$ cat config.mk
export PLATFORM = sky130hd
export DESIGN_NAME = hart_slot_sched
export DESIGN_NICKNAME = d
export VERILOG_FILES = /design/src/rtl/hart_slot_sched.sv
export SDC_FILE = /design/constraint.sdc
export NUM_CORES = 1
export LEC_CHECK = 0
export ABC_AREA = 1
export CAP_MARGIN = 20
export CORE_MARGIN = 2
export CORE_UTILIZATION = 49
export CTS_CLUSTER_SIZE = 14
export DETAILED_ROUTE_END_ITERATION = 10
export GPL_TIMING_DRIVEN = 0
export PLACE_DENSITY = 0.95
export SLEW_MARGIN = 15
export SYNTH_ARGS = -nofsm -noshare
export SYNTH_HDL_FRONTEND = slang
export SYNTH_SLANG_ARGS = --single-unit
$ cat constraint.sdc
create_clock -name clk -period 2.8 [get_ports clk]
set_input_delay 0.28 -clock clk [delete_from_list [all_inputs] [get_ports clk]]
set_output_delay 0.28 -clock clk [all_outputs]
set_load 0.02 [all_outputs]
$ cat src/rtl/hart_slot_sched.sv
// ---------------------------------------------------------------------------
// hart_slot_sched
//
// Barrel-pipeline hart scheduler. A slot counter walks the harts in strict
// round-robin order, one slot per cycle, and never skips a slot. A sleeping
// hart still owns its slot; only its issue-valid drops. Each issued slot is
// also carried down a PIPE_DEPTH-deep {valid, hart_id} shift chain, so that
// writeback knows which slot is retiring.
//
// Optional feature (macro HART_SLOT_SCHED_WAKE_PENDING_EN):
//   A wake that arrives while a hart is already RUN is remembered in a
//   per-hart pending bit. The next sleep request to that hart consumes the
//   pending bit, and the hart stays RUN. Without the macro, a wake to a RUN
//   hart is dropped.
//
// Parameters:
//   NUM_HARTS          number of harts (power of two, >= 2)
//   HART_ID_W          hart ID width, derived from NUM_HARTS (do not override)
//   PIPE_DEPTH         cycles from issue to writeback slot (>= 1)
//   RESET_ACTIVE_MASK  per-hart RUN(1)/SLEEP(0) state loaded at reset
//
// Ports:
//   clk            clock, all state updates on the rising edge
//   reset          synchronous, active-high reset
//   i_halt         freezes slot rotation and suppresses issue
//   i_sleep_valid  writeback asks hart i_sleep_hart to sleep
//   i_sleep_hart   hart named by the sleep request
//   i_wake         per-hart wake request
//   o_hart_id      slot issued this cycle
//   o_issue_valid  slot o_hart_id carries a real instruction
//   o_hart_active  per-hart RUN state (1 = RUN); also the FSM state view
//   o_wb_valid     o_issue_valid delayed by PIPE_DEPTH cycles
//   o_wb_hart_id   o_hart_id delayed by PIPE_DEPTH cycles
//
// Handshake: there is no back-pressure. o_issue_valid qualifies o_hart_id in
// the same cycle. o_wb_valid qualifies o_wb_hart_id in the same cycle. The
// sleep request is a single-cycle strobe, and i_wake is a level that is
// sampled on every edge.
// ---------------------------------------------------------------------------
module hart_slot_sched #(
    parameter int                   NUM_HARTS         = 16,
    parameter int                   HART_ID_W         = $clog2(NUM_HARTS),
    parameter int                   PIPE_DEPTH        = 4,
    parameter logic [NUM_HARTS-1:0] RESET_ACTIVE_MASK = '1
) (
    input  logic                 clk,
    input  logic                 reset,
    input  logic                 i_halt,
    input  logic                 i_sleep_valid,
    input  logic [HART_ID_W-1:0] i_sleep_hart,
    input  logic [NUM_HARTS-1:0] i_wake,
    output logic [HART_ID_W-1:0] o_hart_id,
    output logic                 o_issue_valid,
    output logic [NUM_HARTS-1:0] o_hart_active,
    output logic                 o_wb_valid,
    output logic [HART_ID_W-1:0] o_wb_hart_id
);

    typedef enum logic {
        HART_SLEEP = 1'b0,
        HART_RUN   = 1'b1
    } hart_state_e;

    localparam logic [HART_ID_W-1:0] LAST_SLOT = HART_ID_W'(NUM_HARTS - 1);

    logic [HART_ID_W-1:0]  cnt_q;
    logic [HART_ID_W-1:0]  cnt_d;
    hart_state_e           state_q [NUM_HARTS];
    hart_state_e           state_d [NUM_HARTS];
    logic [NUM_HARTS-1:0]  active;
    logic [NUM_HARTS-1:0]  sleep_sel;
    logic [PIPE_DEPTH-1:0] wb_v_q;
    logic [HART_ID_W-1:0]  wb_id_q [PIPE_DEPTH];
    logic                  issue_valid;
`ifdef HART_SLOT_SCHED_WAKE_PENDING_EN
    logic [NUM_HARTS-1:0]  pending_q;
    logic [NUM_HARTS-1:0]  pending_d;
`endif

    // One-hot decode of the single sleep request that may arrive this cycle.
    always_comb begin
        sleep_sel = '0;
        if (i_sleep_valid) begin
            sleep_sel[i_sleep_hart] = 1'b1;
        end
    end

    always_comb begin
        for (int h = 0; h < NUM_HARTS; h++) begin
            active[h] = (state_q[h] == HART_RUN);
        end
    end

    // The rotation never skips a slot. Only i_halt stops it.
    always_comb begin
        cnt_d = cnt_q;
        if (!i_halt) begin
            cnt_d = (cnt_q == LAST_SLOT) ? '0 : cnt_q + HART_ID_W'(1);
        end
    end

    // Per-hart RUN/SLEEP next state. A wake in the same cycle as a sleep
    // request for the same hart cancels the sleep, and it does not arm
    // pending, because the wake has already been used up by that cancel.
    always_comb begin
`ifdef HART_SLOT_SCHED_WAKE_PENDING_EN
        pending_d = pending_q;
`endif
        for (int h = 0; h < NUM_HARTS; h++) begin
            state_d[h] = state_q[h];
            case (state_q[h])
                HART_RUN: begin
                    if (sleep_sel[h] && !i_wake[h]) begin
`ifdef HART_SLOT_SCHED_WAKE_PENDING_EN
                        if (pending_q[h]) begin
                            pending_d[h] = 1'b0;
                        end else begin
                            state_d[h] = HART_SLEEP;
                        end
`else
                        state_d[h] = HART_SLEEP;
`endif
                    end
`ifdef HART_SLOT_SCHED_WAKE_PENDING_EN
                    else if (i_wake[h] && !sleep_sel[h]) begin
                        pending_d[h] = 1'b1;
                    end
`endif
                end
                HART_SLEEP: begin
                    if (i_wake[h]) begin
                        state_d[h] = HART_RUN;
                    end
                end
                default: state_d[h] = HART_RUN;
            endcase
        end
    end

    // Reset gates issue in the same cycle, so that no slot leaves while the
    // chain is being cleared.
    assign issue_valid = active[cnt_q] & ~i_halt & ~reset;

    always_ff @(posedge clk) begin
        if (reset) begin
            cnt_q <= '0;
            for (int h = 0; h < NUM_HARTS; h++) begin
                state_q[h] <= RESET_ACTIVE_MASK[h] ? HART_RUN : HART_SLEEP;
            end
`ifdef HART_SLOT_SCHED_WAKE_PENDING_EN
            pending_q <= '0;
`endif
            wb_v_q <= '0;
            for (int s = 0; s < PIPE_DEPTH; s++) begin
                wb_id_q[s] <= '0;
            end
        end else begin
            cnt_q <= cnt_d;
            for (int h = 0; h < NUM_HARTS; h++) begin
                state_q[h] <= state_d[h];
            end
`ifdef HART_SLOT_SCHED_WAKE_PENDING_EN
            pending_q <= pending_d;
`endif
            // The chain keeps shifting during halt, so in-flight slots drain.
            wb_v_q[0]  <= issue_valid;
            wb_id_q[0] <= cnt_q;
            for (int s = 1; s < PIPE_DEPTH; s++) begin
                wb_v_q[s]  <= wb_v_q[s-1];
                wb_id_q[s] <= wb_id_q[s-1];
            end
        end
    end

    assign o_hart_id     = cnt_q;
    assign o_issue_valid = issue_valid;
    assign o_hart_active = active;
    assign o_wb_valid    = wb_v_q[PIPE_DEPTH-1];
    assign o_wb_hart_id  = wb_id_q[PIPE_DEPTH-1];

endmodule

==> impl_metrics.env, run 1 <==
export IMPL_status="complete, no violations"
export IMPL_synth_avg_cell_area_um2=7.33
export IMPL_ys_ff_latch=40
export IMPL_cts_resized=0
export IMPL_relSlewSlack_pct=68.3
export IMPL_grt_util_all_layers_pct=22.2
export IMPL_worstMarginPinSlew_ns=0.475
export IMPL_antenna_found_initial=0
export IMPL_fin_cells=314
export IMPL_yosysWarnings=0
export IMPL_dieArea_um2=3690
export IMPL_grt_pass1_wl_um=5840
export IMPL_syn2layout_area_growth_pct=37.1
export IMPL_placed_cell_area_um2=2110
export IMPL_hold_viol=0
export IMPL_clk_latency_ns=0.36
export IMPL_pwr_density_cell_nw_per_um2=455
export IMPL_clock_fmax_mhz=422
export IMPL_crit_fanout=7
export IMPL_cts_tree="built"
export IMPL_first_pass_iters=4
export IMPL_start_util_pct=51.6
export IMPL_io_buffer_count=48
export IMPL_post_route_period_util_pct=84.7
export IMPL_hp_start="i_sleep_valid"
export IMPL_ctsHoldBuffers=0
export IMPL_crit_type="reg -> out"
export IMPL_startpoint="o_hart_id[0]$_SDFFE_PP0N_"
export IMPL_setup_violations=0
export IMPL_antenna_cells=0
export IMPL_finalSetupTns_ns=0
export IMPL_synth_top_area_share_pct=50.8
export IMPL_cts_sinks=40
export IMPL_num_fill_cells=264
export IMPL_multi_input_area_um2=568
export IMPL_die_height_um=60.7
export IMPL_syn_area_um2=1580
export IMPL_io_pin_count=50
export IMPL_final_area_um2=2160
export IMPL_cts_inserted_buffers=5
export IMPL_cts_htree_levels=2
export IMPL_drive_gt1_share_pct=7.78
export IMPL_dpl_hpwl_um=2770
export IMPL_core_um2=3050
export IMPL_hold_class="in -> reg"
export IMPL_synth_area_leaders="dfxtp_1 (51%), nand2_1 (11%), inv_1 (8.6%)"
export IMPL_grt_overflow=0
export IMPL_grt_pass1_vias=1476
export IMPL_ys_seq_area_share_pct=50.8
export IMPL_yosysTopAreaCell="dfxtp_1"
export IMPL_final_min_clock_period_ns=2.37
export IMPL_grt_max_degree=13
export IMPL_synth_nets=240
export IMPL_end_kind="output port"
export IMPL_worst_ep_arrival_time_ns=2.09
export IMPL_globalplace_congestion=0.791
export IMPL_drt_iter0_markers=42
export IMPL_cap_viol_max_count=0
export IMPL_dp_cells=307
export IMPL_path_clk_slew_ns=0.12
export IMPL_rsz0062_at_grt="no"
export IMPL_cts_setup_buffers=0
export IMPL_fin_skew_ns=0.00906
export IMPL_netlist_instances=215
export IMPL_root_buffer="clkbuf_4"
export IMPL_drt_total_wl_um=3580
export IMPL_ir_drop_uv=272
export IMPL_start_kind="flip-flop"
export IMPL_via_per_inst=4.79
export IMPL_leakage_nw=0.971
export IMPL_vias=1503
export IMPL_row_count=20
export IMPL_slew_violations=0
export IMPL_layout_nets=295
export IMPL_die_w_um=60.7
export IMPL_r2r_start="o_hart_id[0]$_SDFFE_PP0N_"
export IMPL_ant_nets=0
export IMPL_crit_required_ns=2.52
export IMPL_seqCellArea_um2=801
export IMPL_drc=0
export IMPL_clockBufferDepth=2
export IMPL_routedWlPerCell_um=11.4
export IMPL_ys_types=23
[critical path, cell delays in order, from the launching register on]
cell and delay (ns):
dfxtp_1 0.47, inv_2 0.14, nand2_1 0.09, nand3_1 0.06, a21oi_1 0.17, nor2_1 0.08
nor2_1 0.11, clkdlybuf4s50_1 0.61
[layer usage]
layer	up-vias	part of all wire [%]	GRT usage, %
met5	-	0	0
met4	0	3.8	10.9
met3	15	8.0	10.9
met2	56	50	39.5
met1	675	38	21.1
li1	757	-	-
[worst paths after layout]
path | end | slack (ns) | depth (start not counted)
worst min-delay path | state_q[0][3]$_SDFF_PP1_ | 0.27 | 4
worst max-delay path | o_issue_valid | 0.43 | 7
worst min register to register | wb_id_q[0][11]$_SDFF_PP0_ | 0.41 | 2
worst max register to register | o_hart_id[3]$_SDFFE_PP0N_ | 1.54 | 5
[logic make-up (layout without fill, tap and decap cells)]
group,after synthesis,count (layout),synth area share (%)
compound gates,24,24,8.49
fa+ha+maj,1,1,0.794
buf+inv,48,103,13.2
flops,40,40,50.8
simple gates,102,102,26.7
[state kept, by name, summed over array words and instances (netlist names)]
| signal | count |
|---|---|
| wb_id_q | 16 |
| state_q | 16 |
| wb_v_q | 4 |
| o_hart_id | 4 |
[cell type report]
cell class | count | share of cell area, %
tap | 44 | 2.55
buffer | 9 | 2.84
clock buffer | 5 | 1.74
multi-input combinational | 127 | 26.3
clock inverter | 2 | 0.579
sequential | 40 | 37.0
inverter | 39 | 6.77
timing repair buffer | 48 | 22.2
[synthesized netlist by cell type]
library cell,number
inv_2,2
buf_2,1
nand2_1,47
o21a_1,1
nor2_4,1
buf_6,1
clkinv_1,1
nor2_1,33
nor2_2,1
o22a_1,1
a21oi_1,17
nor3_1,1
nand3_1,16
nand2_2,2
dfxtp_1,40
o211ai_2,1
ha_1,1
or2_1,1
buf_4,5
clkbuf_1,2
o21ai_1,1
inv_1,36
o21ai_0,3
[placed cells by master, fill, tap and decap left out, types with 2 or more instances in the layout]
cell / synthesis / routed
nand2_2: 2 / 2
o21ai_0: 3 / 3
nand2_1: 47 / 47
a21oi_1: 17 / 17
clkbuf_4: 0 / 5
clkbuf_1: 2 / 2
clkdlybuf4s50_1: 0 / 48
buf_4: 5 / 5
inv_2: 2 / 2
inv_1: 36 / 36
dfxtp_1: 40 / 40
nand3_1: 16 / 16
nor2_1: 33 / 33
[through the flow]
stage               power (mW)  setup WS, ns  hold WS [ns]  utilization (%)
floorplan                0.657          1.26         0.364                -
global placement         0.715         0.741         0.390             69.2
detailed placement       0.719         0.741         0.393             69.2
CTS                      0.990         0.400         0.254             70.8
global route              1.03         0.290         0.279             70.8
finish                   0.983         0.429         0.269             70.8
[report_power, final]
group | internal (mW) | switching [mW]
clock | 0.0914 | 0.186
sequential | 0.581 | 0.00872
combinational | 0.0574 | 0.0590
No activity file was read; power rests on OpenSTA's default activity.
==> run 2, diff against run 1 <==
--- a/config.mk
+++ b/config.mk
@@ -8,11 +8,11 @@
 export ABC_AREA = 1
 export CAP_MARGIN = 20
 export CORE_MARGIN = 2
-export CORE_UTILIZATION = 49
+export CORE_UTILIZATION = 45
 export CTS_CLUSTER_SIZE = 14
 export DETAILED_ROUTE_END_ITERATION = 10
 export GPL_TIMING_DRIVEN = 0
-export PLACE_DENSITY = 0.95
+export PLACE_DENSITY = 0.89
 export SLEW_MARGIN = 15
 export SYNTH_ARGS = -nofsm -noshare
 export SYNTH_HDL_FRONTEND = slang
==> constraint.sdc (replaced) <==
create_clock -name clk -period 2.3 [get_ports clk]
set_input_delay 0.23 -clock clk [delete_from_list [all_inputs] [get_ports clk]]
set_output_delay 0.23 -clock clk [all_outputs]
set_load 0.02 [all_outputs]
==> run 2 against run 1 <==
Against the previous run:
- final cell count increased by 0.96%
- critical endpoint unchanged
- core utilization decreased by 5.4 points
- sequential share of layout area decreased by 0.58 points
- clock skew decreased by 0.0032 ns
- highest routed layer unchanged
- combinational power increased by 21%
- worst hold slack got worse by 0.044 ns
- first-iteration DRC count increased by 2.4%
- sequential cell count unchanged
- clock power increased by 69%
- die area increased by 8.3%
- non-clock buffer count unchanged
- cell area increased by 1.7%
==> impl_metrics.env, run 2 (synthesis gave the netlist of run 1 again) <==
export IMPL_die_w_um=63.2
export IMPL_grt_util_all_layers_pct=18.7
export IMPL_drt_iter0_markers=43
export IMPL_via_per_inst=4.50
export IMPL_drive_gt1_share_pct=8.49
export IMPL_finalSetupTns_ns=0
export IMPL_core_um2=3360
export IMPL_drc=0
export IMPL_relSlewSlack_pct=72.7
export IMPL_power_mw=1.33
export IMPL_cts_inserted_buffers=5
export IMPL_leakage_nw=0.993
export IMPL_syn2layout_area_growth_pct=39.5
export IMPL_endpoint="o_issue_valid"
export IMPL_grt_pass1_vias=1407
export IMPL_num_fill_cells=317
export IMPL_dp_cells=309
export IMPL_cts_htree_levels=2
export IMPL_cts_tree="built"
export IMPL_drt_total_wl_um=3310
export IMPL_globalplace_congestion=0.811
export IMPL_vias=1428
export IMPL_r2r_slack_ns=1.16
export IMPL_worstMarginPinSlew_ns=0.409
export IMPL_die_height_um=63.2
export IMPL_grt_max_degree=15
export IMPL_rsz0062_at_grt="no"
export IMPL_dieArea_um2=3990
export IMPL_reg_top3="state_q (16), wb_id_q (16)"
export IMPL_grt_overflow=0
export IMPL_ir_drop_uv=353
export IMPL_final_util_pct=65.4
export IMPL_crit_required_ns=2.07
export IMPL_r2r_start="o_hart_id[3]$_SDFFE_PP0N_"
export IMPL_path_clk_slew_ns=0.12
export IMPL_worst_ep_arrival_time_ns=1.78
export IMPL_cts_sinks=40
export IMPL_fin_skew_ns=0.00589
export IMPL_antenna_cells=0
export IMPL_crit_fanout=5
export IMPL_fin_cells=317
export IMPL_start_kind="flip-flop"
export IMPL_ctsHoldBuffers=0
export IMPL_hold_class="in -> reg"
export IMPL_start_util_pct=46.9
export IMPL_rr_endpoint="wb_v_q[0]$_SDFF_PP0_"
export IMPL_row_count=21
export IMPL_root_buffer="clkbuf_4"
export IMPL_setup_violations=0
export IMPL_antenna_found_initial=0
export IMPL_status="complete, no violations"
export IMPL_clk_latency_ns=0.35
export IMPL_io_pin_count=50
export IMPL_clock_fmax_mhz=498
export IMPL_layout_common_cells="nand2_1 (47), clkdlybuf4s50_1 (47), dfxtp_1 (39)"
export IMPL_post_route_period_util_pct=87.2
export IMPL_startpoint="o_hart_id[3]$_SDFFE_PP0N_"
export IMPL_crit_type="reg -> out"
export IMPL_routedWlPerCell_um=10.4
export IMPL_hold_viol=0
export IMPL_clockBufferDepth=2
export IMPL_first_pass_iters=4
export IMPL_slew_violations=0
export IMPL_grt_pass1_wl_um=5840
export IMPL_final_min_clock_period_ns=2.01
export IMPL_io_buffer_count=48
export IMPL_cap_viol_max_count=0
export IMPL_pwr_density_cell_nw_per_um2=604
export IMPL_end_kind="output port"
export IMPL_ant_nets=0
export IMPL_dpl_hpwl_um=2540
export IMPL_layout_nets=295
export IMPL_r2r_cells=8
## run 2: worst min-delay path by stage
stage	slack (ns)	endpoint	cells past startpoint	start
global placement	0.39	wb_id_q[0][9]$_SDFF_PP0_	2	wb_id_q[0][5]$_SDFF_PP0_
detailed placement	0.40	wb_id_q[0][4]$_SDFF_PP0_	2	wb_id_q[0][0]$_SDFF_PP0_
floorplan	0.31	wb_id_q[0][1]$_SDFF_PP0_	1	reset
global route	0.24	state_q[0][3]$_SDFF_PP1_	4	i_sleep_valid
CTS	0.22	state_q[0][0]$_SDFF_PP1_	4	i_sleep_valid
finish	0.23	state_q[0][0]$_SDFF_PP1_	4	i_sleep_valid
## run 2: worst max-delay path: stages (launching register included)
cell and delay (ns):
dfxtp_1 0.44, inv_1 0.13, nor2_1 0.14, nand2_1 0.07, nand2_1 0.06, nor2_1 0.04, nand2_1 0.06, nand2_1 0.06
nor2_1 0.09, dlygate4sd2_1 0.33
## run 2: final cells by class
type / count / area [µm²] / area share (%)
sequential: 40 / 802 / 36.5
buffer: 9 / 61.3 / 2.79
clock inverter: 3 / 47.5 / 2.16
multi-input combinational: 127 / 568 / 25.8
clock buffer: 5 / 37.5 / 1.71
inverter: 39 / 146 / 6.66
tap: 46 / 57.6 / 2.62
timing repair buffer: 48 / 479 / 21.8
## run 2: power by group
| group | leakage [nW] | internal [mW] | switching, mW |
|---|---|---|---|
| clock network | 0.0454 | 0.232 | 0.238 |
| logic | 0.623 | 0.0691 | 0.0704 |
| registers | 0.325 | 0.707 | 0.0105 |
| total | 0.993 | 1.01 | 0.319 |
## run 2: what timing repair did
action,CTS,global route
endpoints found under the setup margin,1,0
gates resized for setup,2,0
setup buffers,0,0
## run 2: through the flow
stage	area [µm²]	hold slack [ns]	worst slack, ns
6_report	2200	0.225	0.293
5_1_grt	2200	0.235	0.0808
4_1_cts	2200	0.219	0.274
3_5_place_dp	2110	0.395	0.350
3_3_place_gp	2110	0.389	0.345
2_1_floorplan	1580	0.314	0.807
## run 2: per-layer routing
layer	up-vias	routed length [µm]	track usage [%]
met1	621	1390	20.7
met3	6	239	6.79
met2	45	1650	33.6
met5	-	0	0
li1	756	-	-
met4	0	31	5.16
